==> src/rtl/npc_resolve_pkg.sv <==
// Shared types and constants for the branch/jump resolution unit.
package npc_pkg;

    typedef enum logic [2:0] {
        OP_NONE = 3'd0,
        OP_BR   = 3'd1,
        OP_JAL  = 3'd2,
        OP_JALR = 3'd3
    } op_e;

    localparam int AW_DEF       = 27;
    localparam int RESET_PC_DEF = 16280;
    localparam int SHADOW_DEF   = 2;
    localparam int CW_DEF       = 32;

    function automatic logic [63:0] align4(input logic [63:0] a);
        return a & ~64'h3;
    endfunction

endpackage

==> src/rtl/npc_resolve_if.sv <==
// Execute-stage inputs and fetch-redirect outputs of npc_resolve.
interface npc_resolve_if #(
    parameter int AW = npc_pkg::AW_DEF,
    parameter int CW = npc_pkg::CW_DEF
);
    logic          n_stall;
    logic          ex_valid;
    logic [2:0]    ex_op;
    logic          ex_taken;
    logic [AW-1:0] ex_pc;
    logic [AW-1:0] ex_imm;
    logic [AW-1:0] ex_rs1;
    logic [AW-1:0] npc;
    logic          npc_enn;
    logic          ex_kill;
    logic [AW-1:0] ex_link;
    logic [CW-1:0] redirect_cnt;

    // master is the redirect producer (npc_resolve itself)
    modport master (
        input  n_stall, ex_valid, ex_op, ex_taken, ex_pc, ex_imm, ex_rs1,
        output npc, npc_enn, ex_kill, ex_link, redirect_cnt
    );

    modport slave (
        output n_stall, ex_valid, ex_op, ex_taken, ex_pc, ex_imm, ex_rs1,
        input  npc, npc_enn, ex_kill, ex_link, redirect_cnt
    );
endinterface

==> src/rtl/npc_resolve.sv <==
// Resolves branch/jump targets from ex, issues PC redirects and kills the
// wrong-path shadow that follows each redirect.
module npc_resolve
    import npc_pkg::*;
#(
    parameter int            AW       = AW_DEF,
    parameter logic [AW-1:0] RESET_PC = AW'(RESET_PC_DEF),
    parameter int            SHADOW   = SHADOW_DEF,
    parameter int            CW       = CW_DEF
) (
    input  logic         clk,
    input  logic         rst,
    npc_resolve_if.master bus
);

    localparam int SW = (SHADOW < 1) ? 1 : $clog2(SHADOW + 1);

    logic [AW-1:0] r_npc;
    logic          r_npc_enn;
    logic [SW-1:0] r_shadow;
    logic [CW-1:0] r_redirect_cnt;

    logic          w_kill;
    logic          w_live;
    logic          w_redirect;
    logic [AW-1:0] w_br_target;
    logic [AW-1:0] w_jalr_sum;
    logic [AW-1:0] w_target;

    assign w_kill      = bus.ex_valid && (r_shadow != '0);
    assign w_live      = bus.n_stall && bus.ex_valid && !w_kill;
    assign w_br_target = bus.ex_pc + bus.ex_imm;
    assign w_jalr_sum  = bus.ex_rs1 + bus.ex_imm;

    // Undefined op codes fall into the default arm and behave as OP_NONE.
    always_comb begin
        w_redirect = 1'b0;
        w_target   = w_br_target;
        case (bus.ex_op)
            OP_BR:   w_redirect = w_live && bus.ex_taken;
            OP_JAL:  w_redirect = w_live;
            OP_JALR: begin
                w_redirect = w_live;
                w_target   = AW'(align4(64'(w_jalr_sum)));
            end
            default: w_redirect = 1'b0;
        endcase
    end

    always_ff @(posedge clk) begin
        if (rst) begin
            r_npc          <= RESET_PC;
            r_npc_enn      <= 1'b0;
            r_shadow       <= '0;
            r_redirect_cnt <= '0;
        end else if (w_redirect) begin
            r_npc          <= w_target;
            r_npc_enn      <= 1'b1;
            r_shadow       <= SW'(SHADOW);
            r_redirect_cnt <= r_redirect_cnt + 1'b1;
        end else begin
            if (bus.n_stall)
                r_npc_enn <= 1'b0;
            if (bus.n_stall && w_kill)
                r_shadow <= r_shadow - 1'b1;
        end
    end

    assign bus.npc          = r_npc;
    assign bus.npc_enn      = r_npc_enn;
    assign bus.ex_kill      = w_kill;
    assign bus.ex_link      = bus.ex_pc + AW'(4);
    assign bus.redirect_cnt = r_redirect_cnt;

endmodule

==> src/flat_wrapper.sv <==
// flat-port wrapper written by rule: the top's interface ports become plain ports
module npc_resolve_flat import npc_pkg::*;
#(
    parameter int            AW       = AW_DEF,
    parameter logic [AW-1:0] RESET_PC = AW'(RESET_PC_DEF),
    parameter int            SHADOW   = SHADOW_DEF,
    parameter int            CW       = CW_DEF
)
  (clk, rst, bus_n_stall, bus_ex_valid, bus_ex_op, bus_ex_taken, bus_ex_pc, bus_ex_imm, bus_ex_rs1, bus_npc, bus_npc_enn, bus_ex_kill, bus_ex_link, bus_redirect_cnt);
  npc_resolve_if #(.AW(AW), .CW(CW)) bus_i ();
  input  logic clk;
  input  logic rst;
  input wire logic [$bits(bus_i.n_stall)-1:0] bus_n_stall;
  input wire logic [$bits(bus_i.ex_valid)-1:0] bus_ex_valid;
  input wire logic [$bits(bus_i.ex_op)-1:0] bus_ex_op;
  input wire logic [$bits(bus_i.ex_taken)-1:0] bus_ex_taken;
  input wire logic [$bits(bus_i.ex_pc)-1:0] bus_ex_pc;
  input wire logic [$bits(bus_i.ex_imm)-1:0] bus_ex_imm;
  input wire logic [$bits(bus_i.ex_rs1)-1:0] bus_ex_rs1;
  output wire logic [$bits(bus_i.npc)-1:0] bus_npc;
  output wire logic [$bits(bus_i.npc_enn)-1:0] bus_npc_enn;
  output wire logic [$bits(bus_i.ex_kill)-1:0] bus_ex_kill;
  output wire logic [$bits(bus_i.ex_link)-1:0] bus_ex_link;
  output wire logic [$bits(bus_i.redirect_cnt)-1:0] bus_redirect_cnt;
  assign bus_i.n_stall = bus_n_stall;
  assign bus_i.ex_valid = bus_ex_valid;
  assign bus_i.ex_op = bus_ex_op;
  assign bus_i.ex_taken = bus_ex_taken;
  assign bus_i.ex_pc = bus_ex_pc;
  assign bus_i.ex_imm = bus_ex_imm;
  assign bus_i.ex_rs1 = bus_ex_rs1;
  assign bus_npc = bus_i.npc;
  assign bus_npc_enn = bus_i.npc_enn;
  assign bus_ex_kill = bus_i.ex_kill;
  assign bus_ex_link = bus_i.ex_link;
  assign bus_redirect_cnt = bus_i.redirect_cnt;
  npc_resolve #(.AW(AW), .RESET_PC(RESET_PC), .SHADOW(SHADOW), .CW(CW)) u_core (.clk(clk), .rst(rst), .bus(bus_i));
endmodule
==> config.mk <==
export PLATFORM = sky130hd
export DESIGN_NAME = npc_resolve_flat
export DESIGN_NICKNAME = d
export VERILOG_FILES = /design/src/rtl/npc_resolve_pkg.sv /design/src/rtl/npc_resolve_if.sv /design/src/rtl/npc_resolve.sv /design/src/flat_wrapper.sv
export SDC_FILE = /design/constraint.sdc
export NUM_CORES = 1
export LEC_CHECK = 0
export BUFFER_PORTS_ARGS = -buffer_cell sky130_fd_sc_hd__buf_2
export CAP_MARGIN = 0
export CORE_ASPECT_RATIO = 1.4
export CORE_UTILIZATION = 50
export DETAILED_ROUTE_END_ITERATION = 16
export PLACE_DENSITY = 0.77
export SYNTH_ARGS = -nofsm -noshare
export SYNTH_HDL_FRONTEND = slang
export SYNTH_SLANG_ARGS = --single-unit
==> constraint.sdc <==
create_clock -name clk -period 3.06 [get_ports clk]
set_input_delay 0 -clock clk [delete_from_list [all_inputs] [get_ports clk]]
set_output_delay 0 -clock clk [all_outputs]
set_load 0.1 [all_outputs]
Word-level counts from Yosys, hierarchy flattened
Index checks and enable logic that the tools add are counted.
{ "word_totals": {"regBits": 62, "out_inout_bits": 88, "word_cells": 30} }
{ "op_classes": {"n_addsub": 5, "n_eq_ne": 3, "n_mux": 6, "reduce_logical": 11} }
{ "op_table": {"columns": ["cell", "n"], "rows": [
  ["adder 27 bit", 2],
  ["adder 32 x 1 -> 32 bit, second input constant", 1],
  ["adder 27 x 3 -> 27 bit, second input constant", 1],
  ["2-to-1 mux 27 bit", 1],
  ["equality test 3 x 2 -> 1 bit, second input constant", 2],
  ["nonzero test 2 bit", 3],
  ["logical AND 1 bit", 5],
  ["2-to-1 mux 2 bit", 2],
  ["OR reduction 2 bit", 2],
  ["equality test 3 x 1 -> 1 bit, second input constant", 1],
  ["2-to-1 mux 1 bit", 2],
  ["one-hot mux 1 bit (2 select lines)", 1],
  ["subtractor 2 x 1 -> 2 bit, second input constant", 1],
  ["zero test 1 bit", 1]
]} }

Depth between registers and ports, before layout
Gate-level depths: netlist of run 1.
{ "logic_depth": {"word_depth": 7, "ltp_mapped": 12, "ltp_nobuf": 12} }

Worst setup path before layout of run 1
Ideal clock, no wire load.
{ "synth_path": {"kind": "register to register", "from": "reg u_core.r_redirect_cnt[4], in the netlist u_core.bus.redirect_cnt[4]", "to": "reg u_core.r_redirect_cnt[25], in the netlist u_core.bus.redirect_cnt[25]", "setup_time_ns": 0.067, "t_arrival_ns": 2.699, "setup_slack_ns": 0.294, "path_stages_with_launch": 11, "period_less_slack_ns": 2.766, "cell_sequence": "dfxtp_1 > and3_1 > and3_1 > nand2_1 > nor2b_1 > and3_1 > and4_1 > buf_2 > nand3_1 > xor2_1 > nor2_1"} }
{ "synth_via": {"elab_chain_cells": 1} }
{ "synth_rtl": {"columns": ["element", "line_no", "rtl"], "rows": [
  ["start: declaration", "npc_resolve.sv:21", "logic [CW-1:0] r_redirect_cnt;"],
  ["start signal: assignment", "npc_resolve.sv:60", "r_redirect_cnt <= r_redirect_cnt + 1'b1;"],
  ["adder 32 x 1 -> 32 bit", "npc_resolve.sv:60", null]
]} }
Every way passes these cells.
A chain may end at the register's enable or synchronous reset.

Final worst setup path of run 1
{ "layout_path": {"from": "reg u_core.r_shadow[0]", "to": "reg u_core.r_redirect_cnt[25], in the netlist u_core.bus.redirect_cnt[25]"} }
{ "layout_via": {"elab_chain_cells": 6} }
{ "layout_rtl": {"columns": ["element", "line_no", "rtl"], "rows": [
  ["start: declaration", "npc_resolve.sv:20", "logic [SW-1:0] r_shadow;"],
  ["start signal: assignment", "npc_resolve.sv:59", "r_shadow <= SW'(SHADOW);"],
  ["start signal: assignment", "npc_resolve.sv:65", "r_shadow <= r_shadow - 1'b1;"],
  ["nonzero test 2 bit (*)", "npc_resolve.sv:30", "assign w_kill = bus.ex_valid && (r_shadow != '0);"],
  ["logical AND 1 bit (*)", "npc_resolve.sv:30", null],
  ["zero test 1 bit (*)", "npc_resolve.sv:31", "assign w_live = bus.n_stall && bus.ex_valid && !w_kill;"],
  ["logical AND 1 bit (*)", "npc_resolve.sv:31", null],
  ["logical AND 1 bit", "npc_resolve.sv:40", "OP_BR: w_redirect = w_live && bus.ex_taken;"],
  ["one-hot mux 1 bit (2 select lines) (*)", "npc_resolve.sv:39", "case (bus.ex_op)"]
]} }
Every way passes the cells marked *; elsewhere a longest branch is shown, timed or not.

==> results.yml, run 1 <==
timing:
  worst_slack_ns: 0.461
  setup-tns-final_ns: 0
  worst_slew_pin_slew_ns: 0.522
  fin_crit_ns: 2.60
  clock.fmax_mhz: 385
  fin_crit_sh_pct: 84.9
  hold_slack_ns: 0.0800
  grt_setup_unrepaired: "false"
  drv_slew: 0
  max_slew_margin_pct: 64.8
  hold_viol: 0
  setup_violations: 0
  skew_ns: 0.00497
clock_network:
  clk_latency_ns: 0.33
  post_cts_buffers: 0
  cts.sinks: 62
  root_buffer: "clkbuf_16"
  cts_tree: "done"
  cts_buffers: 9
  clk_path_buf_depth: 2
  h-tree-depth: 3
  clk_transition_reported_paths_ns: 0.05
finish:
  drive_gt1_share_pct: 23.7
  syn_to_final_growth_pct: 24.2
  multi_input_area_um2: 4080
  n_antenna_cell: 0
  area.sequential_um2: 1240
  post-route-util_pct: 64.7
  nets: 1032
  fillers: 966
detailed_routing:
  viasPerCell: 5.50
  routed_wl_mm: 14.5
  drcViolationCount: 0
  drt_iter0_markers: 261
  via_count: 5661
  dr.pass1.iters: 5
  ant_nets: 0
  wl_per_cell_um: 14.1
synth:
  synth-edff-count: 0
  yosysSeqAreaShare_pct: 22.6
  ys_ff_latch: 62
  synth_area_um2: 5480
  synthArstFlopShare_pct: 0
  yosys.area.top_type: "dfxtp_1"
  synth_flop_cell: "dfxtp_1"
  synth_nets: 860
  synth_area_leaders: "dfxtp_1 (23%), ha_1 (12%), xor2_1 (8.6%), xnor2_1 (6.6%), nor2_1 (6.0%)"
  syn_avg_cell_area_um2: 7.66
  syn_inst: 716
  synth.yosys.warnings: 0
  synth_top_area_share_pct: 22.6
  ys_types: 65
critical_path:
  worstPathRequired_ns: 3.26
  cp-end-kind: "flop"
  crit_type: "flop to flop"
  path_cells: "inv_1, ha_1, nor4b_4, and4_1, nor2b_1, and3_1, and4_1, nand3_1, xor2_1, nor2_1"
  cp_slowest_stage_delay_ns: 0.35
  crit_family: "simple AND/OR/NAND/NOR gates"
  crit_fanout: 5
  start_kind: "flop"
  crit_slowest_cell: "and4_1"
  crit_buf_inv: 1
  crit_top_cell: "and4_1"
  arrival_ns: 2.80
power:
  p_per_area_nw_per_um2: 436
  p_leak_nw: 3.22
  ir_drop_uv: 298
floorplan:
  die-area_um2: 11400
  die_x_um: 90.5
  rows: 44
  start_util_pct: 52.1
  core_area_um2: 10500
  fp.dieH_um: 126
  io_pins: 177
grt:
  grt_pass1_vias: 5311
  grt_max_degree: 34
  grt-ovfl-total: 0
  grt_pass1_wl_mm: 23.9
  grt_use_total_pct: 25.5
  antenna_found_initial: 0
place:
  place_ws_ns: 0.228
  gp_congestion: 0.931
  io_buffers: 176
  hpwlAfterDp_mm: 11.8
outcome:
  status: "finished clean"
min_path:
  hold_path_class: "primary input to flop"
job:
  maxCapViolCount: 0
[area by class of cell]
cell class	instances	area share, %
Inverter	20	1.10
Multi-Input combinational cell	613	60.0
Tap cell	138	2.54
Clock buffer	10	3.36
Timing Repair Buffer	182	13.7
Clock inverter	5	1.10
Sequential cell	62	18.2
[placed cells by master, fill, tap and decap left out, types with 29 or more instances in the layout]
master   count
xnor2_1     41
nand3_1     29
dfxtp_1     62
o21ai_0     33
a21oi_1     56
nor2_1      88
buf_2      176
ha_1        54
xor2_1      54
nand2_1     75
[what timing repair did]
item,in CTS,in global routing
resized for setup,0,0
hold buffers,2,0
hold endpoints to repair,2,0
[path summary, 6_finish.rpt]
path                           start                           to  slack [ns]  cells after the start
setup / recovery  u_core.r_shadow[0]  u_core.bus.redirect_cnt[25]        0.46                     10
hold / removal                   rst            u_core.bus.npc[1]        0.08                      2
setup reg to reg  u_core.r_shadow[0]  u_core.bus.redirect_cnt[25]        0.46                     10
hold reg to reg    u_core.bus.npc[0]            u_core.bus.npc[0]        0.46                      2
[per-stage QoR]
step | std cells | instance area, µm² | total power [mW]
final | 1030 | 6810 | 2.97
after global routing | 1030 | 6810 | 3.11
after CTS | 1030 | 6810 | 2.98
after detailed placement | 1013 | 6480 | 1.93
after global placement | 1013 | 6480 | 1.92
after floorplan | 716 | 5480 | 1.68
[cells in the mapped netlist, types with 3 or more instances]
cell       count
nand3_1       29
o21a_1         5
and3_1        24
a31oi_1        4
a2111oi_0      3
a21oi_1       56
a211oi_1      14
a311oi_1       4
xnor2_1       41
nor3_1        16
xor2_1        54
or3_1          6
or2_2          3
nand2b_1      11
nor2_1        88
nor2b_1        6
nand2_1       75
inv_1         20
ha_1          54
a221o_1        3
and4_1         4
buf_2          4
a22oi_1        3
o21bai_1       5
a21o_1        16
nand4_1        9
a211o_1        7
o21ai_0       33
clkbuf_1      14
dfxtp_1       62
[kinds of logic after synthesis]
| family | Yosys count | synth area share, % |
|---|---|---|
| buf+inv | 41 | 3.04 |
| flops | 62 | 22.6 |
| fa+ha+maj | 55 | 12.7 |
| xor+xnor | 95 | 15.2 |
| mux | 2 | 0.365 |
| simple gates | 280 | 24.0 |
| compound gates | 181 | 22.1 |
[worst reg2reg max path: stages (launching register included)]
cell     delay, ns
dfxtp_1       0.30
inv_1         0.08
ha_1          0.20
nor4b_4       0.31
and4_1        0.31
nor2b_1       0.29
and3_1        0.30
and4_1        0.35
nand3_1       0.13
xor2_1        0.17
nor2_1        0.05
[state kept, by name, summed over array words and instances, names as in the netlist]
register                 count
u_core.bus.npc_enn           1
u_core.bus.redirect_cnt     32
u_core.bus.npc              27
u_core.r_shadow              2
[metal layers]
layer  vias up  share of wire [%]  global-route usage, %
met5         -                  0                      0
met2       175                 49                   45.5
li1       2913                  -                      -
met1      2552                 45                   31.4
met3        21                4.2                   2.84
met4         0                1.8                   8.82
[power breakdown]
part	leakage (nW)	switching, mW	total, mW	internal, mW
registers	0.502	0.0106	0.838	0.828
logic	2.57	0.739	1.09	0.349
clock network	0.152	0.339	1.04	0.703
total	3.22	1.09	2.97	1.88
(Power assumes the default switching activity.)
==> inputs of run 2 (changes only) <==
- CORE_UTILIZATION: 50 -> 47
- PLACE_DENSITY: 0.77 -> 0.76
- clock period: 3.06 -> 2.32 ns (I/O delays scaled with it)
==> results.yml, run 2 (same netlist as run 1, synthesis figures left out) <==
finish:
  nets: 1102
  syn_to_final_growth_pct: 38.5
  largest_reg_flops: 32
  n_antenna_cell: 0
  stdcell_count: 1107
  mostFrequentLayoutCells: "buf_2 (169), nor2_1 (87), nand2_1 (75)"
  drive_gt1_share_pct: 32.7
  final_common_cell: "buf_2"
clock_network:
  clk_path_buf_depth: 2
  cts_buffers: 9
  clk_latency_ns: 0.33
  clk_transition_reported_paths_ns: 0.05
  root_buffer: "clkbuf_16"
  h-tree-depth: 3
  cts_tree: "done"
  cts.sinks: 62
timing:
  fin_crit_sh_pct: 96.2
  setup_violations: 0
  hold_viol: 0
  worst_slew_pin_slew_ns: 0.545
  fin_crit_ns: 2.23
  drv_slew: 0
  clock.fmax_mhz: 448
  max_slew_margin_pct: 63.3
  setup-tns-final_ns: 0
  hold_slack_ns: 0.0868
  skew_ns: 0.00437
min_path:
  hold_path_startpoint: "bus_ex_rs1[26]"
  whs_path_depth: 4
  hold_path_class: "primary input to flop"
  holdPathEnd: "u_core.bus.npc[26]"
place:
  gp_congestion: 0.900
  hpwlAfterDp_mm: 13.2
  dp_cells: 1088
  io_buffers: 176
grt:
  grt_pass1_wl_mm: 25.8
  grt_use_total_pct: 26.4
  grt_max_degree: 32
  grt-ovfl-total: 0
  grt_pass1_vias: 5793
  antenna_found_initial: 0
critical_path:
  ff2ff_path_depth: 10
  crit_family: "compound AO/OA/AOI/OAI gates"
  crit_buf_inv: 2
  crit_type: "primary input to flop"
  cp_slowest_stage_delay_ns: 0.34
  r2r-end: "u_core.bus.redirect_cnt[31]"
  worstPathRequired_ns: 2.54
  cp-end-kind: "flop"
  arrival_ns: 2.45
  crit_fanout: 4
  r2r_slack_ns: 0.15
  path_cells: "buf_2, ha_1, inv_1, fa_2, nand2b_4, a211oi_2, o31a_2, a211o_1, a31oi_4, a21o_1, a311oi_2, o221a_2, nor2_1"
  start_kind: "primary input"
  crit_slowest_cell: "fa_2"
  rr_startpoint: "u_core.r_shadow[0]"
power:
  p_leak_nw: 3.67
  clkPwrFrac_pct: 32.2
  p_per_area_nw_per_um2: 531
  p_comb_share_pct: 40.5
  p_switching_mw: 1.53
  sw_frac_of_total_pct: 37.8
  p_int_mw: 2.51
  seq_power_share_pct: 27.3
  ir_drop_uv: 468
floorplan:
  fp.dieH_um: 130
  rows: 46
  core_area_um2: 11300
  start_util_pct: 48.3
  die_x_um: 93.3
  io_pins: 177
  die-area_um2: 12100
detailed_routing:
  drcViolationCount: 0
  wl_per_cell_um: 14.4
  drt_iter0_markers: 207
  dr.pass1.iters: 4
  routed_wl_mm: 15.9
  ant_nets: 0
  viasPerCell: 5.40
  via_count: 5980
outcome:
  status: "finished clean"
job:
  maxCapViolCount: 0
[run 2: changes by cell type in the layout (fill, tap and decap cells not counted), moves of 5 or more]
cell	previous run	this run
buf_12	0	7
buf_2	176	169
buf_4	4	74
dfxtp_1	62	49
dfxtp_2	0	8
dfxtp_4	0	5
xnor2_1	41	34
xnor2_2	0	7
[run 2: layout make-up]
cell class / instances / area, µm²
Clock inverter: 7 / 62.6
Sequential cell: 62 / 1270
Tap cell: 144 / 180
Inverter: 20 / 75.1
Clock buffer: 9 / 225
Multi-Input combinational cell: 613 / 4220
Fill cell: 1020 / 3750
Timing Repair Buffer: 252 / 1560
[run 2: metrics by stage]
stage	setup WS, ns	util, %	area (µm²)	power [mW]
finish	0.0876	66.9	7590	4.03
global route	-0.0430	66.9	7590	4.23
CTS	0.0196	66.4	7530	4.03
detailed placement	-0.268	63.7	7220	2.72
global placement	-0.207	63.7	7220	2.70
floorplan	0.0164	-	5590	2.23
[run 2: power groups by stage]
stage / combinational, mW / clock [mW] / sequential (mW)
2_1_floorplan: 0.939 / 0 / 1.29
3_3_place_gp: 1.58 / 0 / 1.12
3_5_place_dp: 1.60 / 0 / 1.12
4_1_cts: 1.61 / 1.33 / 1.10
5_1_grt: 1.75 / 1.37 / 1.10
6_report: 1.63 / 1.30 / 1.10
[run 2: worst reg2reg max path, cell delays in order (launching register included)]
cell and delay (ns):
dfxtp_1 0.30, inv_1 0.08, ha_1 0.20, nor4b_4 0.23, and4_1 0.25, nor2b_2 0.19
and3_1 0.22, and4_4 0.28, nand3_1 0.10, xor2_1 0.14, nor2_1 0.06
[run 2: repair_timing]
| action | 4_1_cts | 5_1_grt |
|---|---|---|
| resized for setup | 0 | 12 |
| setup endpoints to repair | 0 | 10 |
| hold buffers | 2 | 0 |
| setup buffers | 0 | 1 |
| hold endpoints to repair | 2 | 0 |
[run 2: layer usage]
| metal | up-vias | global-route usage [%] | share of wire [%] |
|---|---|---|---|
| li1 | 3048 | - | - |
| met1 | 2730 | 31.5 | 43 |
| met2 | 167 | 47.5 | 50 |
| met3 | 35 | 2.74 | 3.8 |
| met4 | 0 | 11.6 | 3.2 |
| met5 | - | 0 | 0 |
[run 2: worst max path at each step]
stage | startpoint | end | slack [ns] | cells after the start
finish | bus_ex_imm[0] | u_core.bus.npc[26] | 0.09 | 13
global route | bus_ex_imm[1] | u_core.bus.npc[21] | -0.04 | 11
CTS | u_core.r_shadow[0] | u_core.bus.redirect_cnt[31] | 0.02 | 10
detailed placement | bus_ex_imm[0] | u_core.bus.npc[26] | -0.27 | 13
global placement | bus_ex_imm[0] | u_core.bus.npc[26] | -0.21 | 13
floorplan | bus_ex_pc[2] | bus_ex_link[16] | 0.02 | 6
==> inputs of run 3 (changes only) <==
- BUFFER_PORTS_ARGS: -buffer_cell sky130_fd_sc_hd__buf_2 -> -buffer_cell sky130_fd_sc_hd__buf_4
- RECOVER_POWER: default -> 25
==> results.yml, run 3 (same netlist as run 1, synthesis figures left out) <==
timing:
  setup_violations: 0
  fin_crit_ns: 2.22
  grt_setup_unrepaired: "true"
  skew_ns: 0.00546
  drv_slew: 0
  max_slew_margin_pct: 17.1
  hold_viol: 0
  hold_slack_ns: 0.0957
  fin_crit_sh_pct: 95.7
  worst_slew_pin_slew_ns: 1.25
  clock.fmax_mhz: 450
  worst_slack_ns: 0.0987
critical_path:
  worstPathRequired_ns: 2.52
  crit_fanout: 5
  crit_type: "flop to flop"
  arrival_ns: 2.42
  start_kind: "flop"
  cp-end-kind: "flop"
finish:
  nets: 1103
  syn_to_final_growth_pct: 43.4
  final_common_cell: "buf_4"
  n_antenna_cell: 0
  largest_reg_flops: 32
  drive_gt1_share_pct: 29.3
  fillers: 976
  mostFrequentLayoutCells: "buf_4 (212), nor2_1 (87), nand2_1 (75)"
power:
  p_total_mw: 4.14
  ir_drop_uv: 393
  p_leak_nw: 3.61
  p_per_area_nw_per_um2: 527
clock_network:
  cts_buffers: 9
  root_buffer: "clkbuf_16"
  cts.sinks: 62
  clk_transition_reported_paths_ns: 0.05
  h-tree-depth: 3
  clk_latency_ns: 0.33
  cts_tree: "done"
  clk_path_buf_depth: 2
place:
  gp_congestion: 0.876
  hpwlAfterDp_mm: 14.3
  place_ws_ns: -0.322
  io_buffers: 176
grt:
  grt_pass1_wl_mm: 27.9
  grt_max_degree: 57
  grt_pass1_vias: 6001
  grt-ovfl-total: 0
  antenna_found_initial: 0
  grt_use_total_pct: 28.6
detailed_routing:
  drt_iter0_markers: 359
  viasPerCell: 5.57
  wl_per_cell_um: 15.8
  ant_nets: 0
  dr.pass1.iters: 4
  via_count: 6172
  drcViolationCount: 0
  routed_wl_mm: 17.5
outcome:
  status: "finished clean"
floorplan:
  rows: 46
  io_pins: 177
  start_util_pct: 48.3
  fp.dieH_um: 130
  die-area_um2: 12100
  core_area_um2: 11300
  die_x_um: 93.3
job:
  maxCapViolCount: 0
min_path:
  hold_path_class: "primary input to flop"
-- run 3: layer usage --
metal	GRT usage (%)	part of all wire, %
met1	34.7	43
met2	52.4	51
met3	3.38	3.8
met4	8.87	1.6
met5	0	0
-- run 3: area by class of cell --
| class | count | area, µm² | share of cell area (%) |
|---|---|---|---|
| Clock buffer | 10 | 239 | 3.04 |
| Clock inverter | 6 | 70.1 | 0.892 |
| Inverter | 20 | 75.1 | 0.955 |
| Multi-Input combinational cell | 613 | 4240 | 54.0 |
| Sequential cell | 62 | 1270 | 16.2 |
| Tap cell | 144 | 180 | 2.29 |
| Timing Repair Buffer | 253 | 1780 | 22.7 |
-- run 3: final timing paths --
| path | start | slack [ns] | cells after the start | to |
|---|---|---|---|---|
| worst min register to register | u_core.bus.npc[0] | 0.46 | 2 | u_core.bus.npc[0] |
| worst min-delay path | bus_ex_rs1[26] | 0.1 | 4 | u_core.bus.npc[26] |
| worst max register to register | u_core.r_shadow[0] | 0.1 | 10 | u_core.bus.redirect_cnt[25] |
| worst max-delay path | u_core.r_shadow[0] | 0.1 | 10 | u_core.bus.redirect_cnt[25] |
-- run 3: per-stage QoR --
step | cells | util [%] | TNS (ns) | cell area, µm²
finish | 1108 | 69.3 | 0 | 7860
global route | 1108 | 69.3 | -0.0448 | 7860
CTS | 1105 | 69.5 | 0 | 7880
detailed placement | 1087 | 66.6 | -1.32 | 7550
global placement | 1087 | 66.6 | -0.695 | 7550
floorplan | 716 | - | 0 | 5590
-- run 3: worst max-delay path: stages (launching register included) --
cell and delay, ns:
dfxtp_1 0.29, inv_1 0.07, ha_1 0.19, nor4b_4 0.28, and4_1 0.26, nor2b_1 0.19, and3_4 0.23, and4_4 0.27
nand3_1 0.10, xor2_1 0.16, nor2_1 0.06
-- run 3: repair_timing --
action | in CTS | in global routing
setup endpoints to repair | 4 | 9
resized for setup | 1 | 19
hold buffers | 2 | 0
buffers inserted | 0 | 3
pin swaps | 0 | 14
endpoints found under the hold margin | 2 | 0
-- run 3: report_power, final --
| group | switching [mW] | internal [mW] | leakage, nW |
|---|---|---|---|
| Clock | 0.489 | 0.865 | 0.149 |
| Sequential | 0.0159 | 1.09 | 0.510 |
| Combinational | 1.05 | 0.633 | 2.95 |
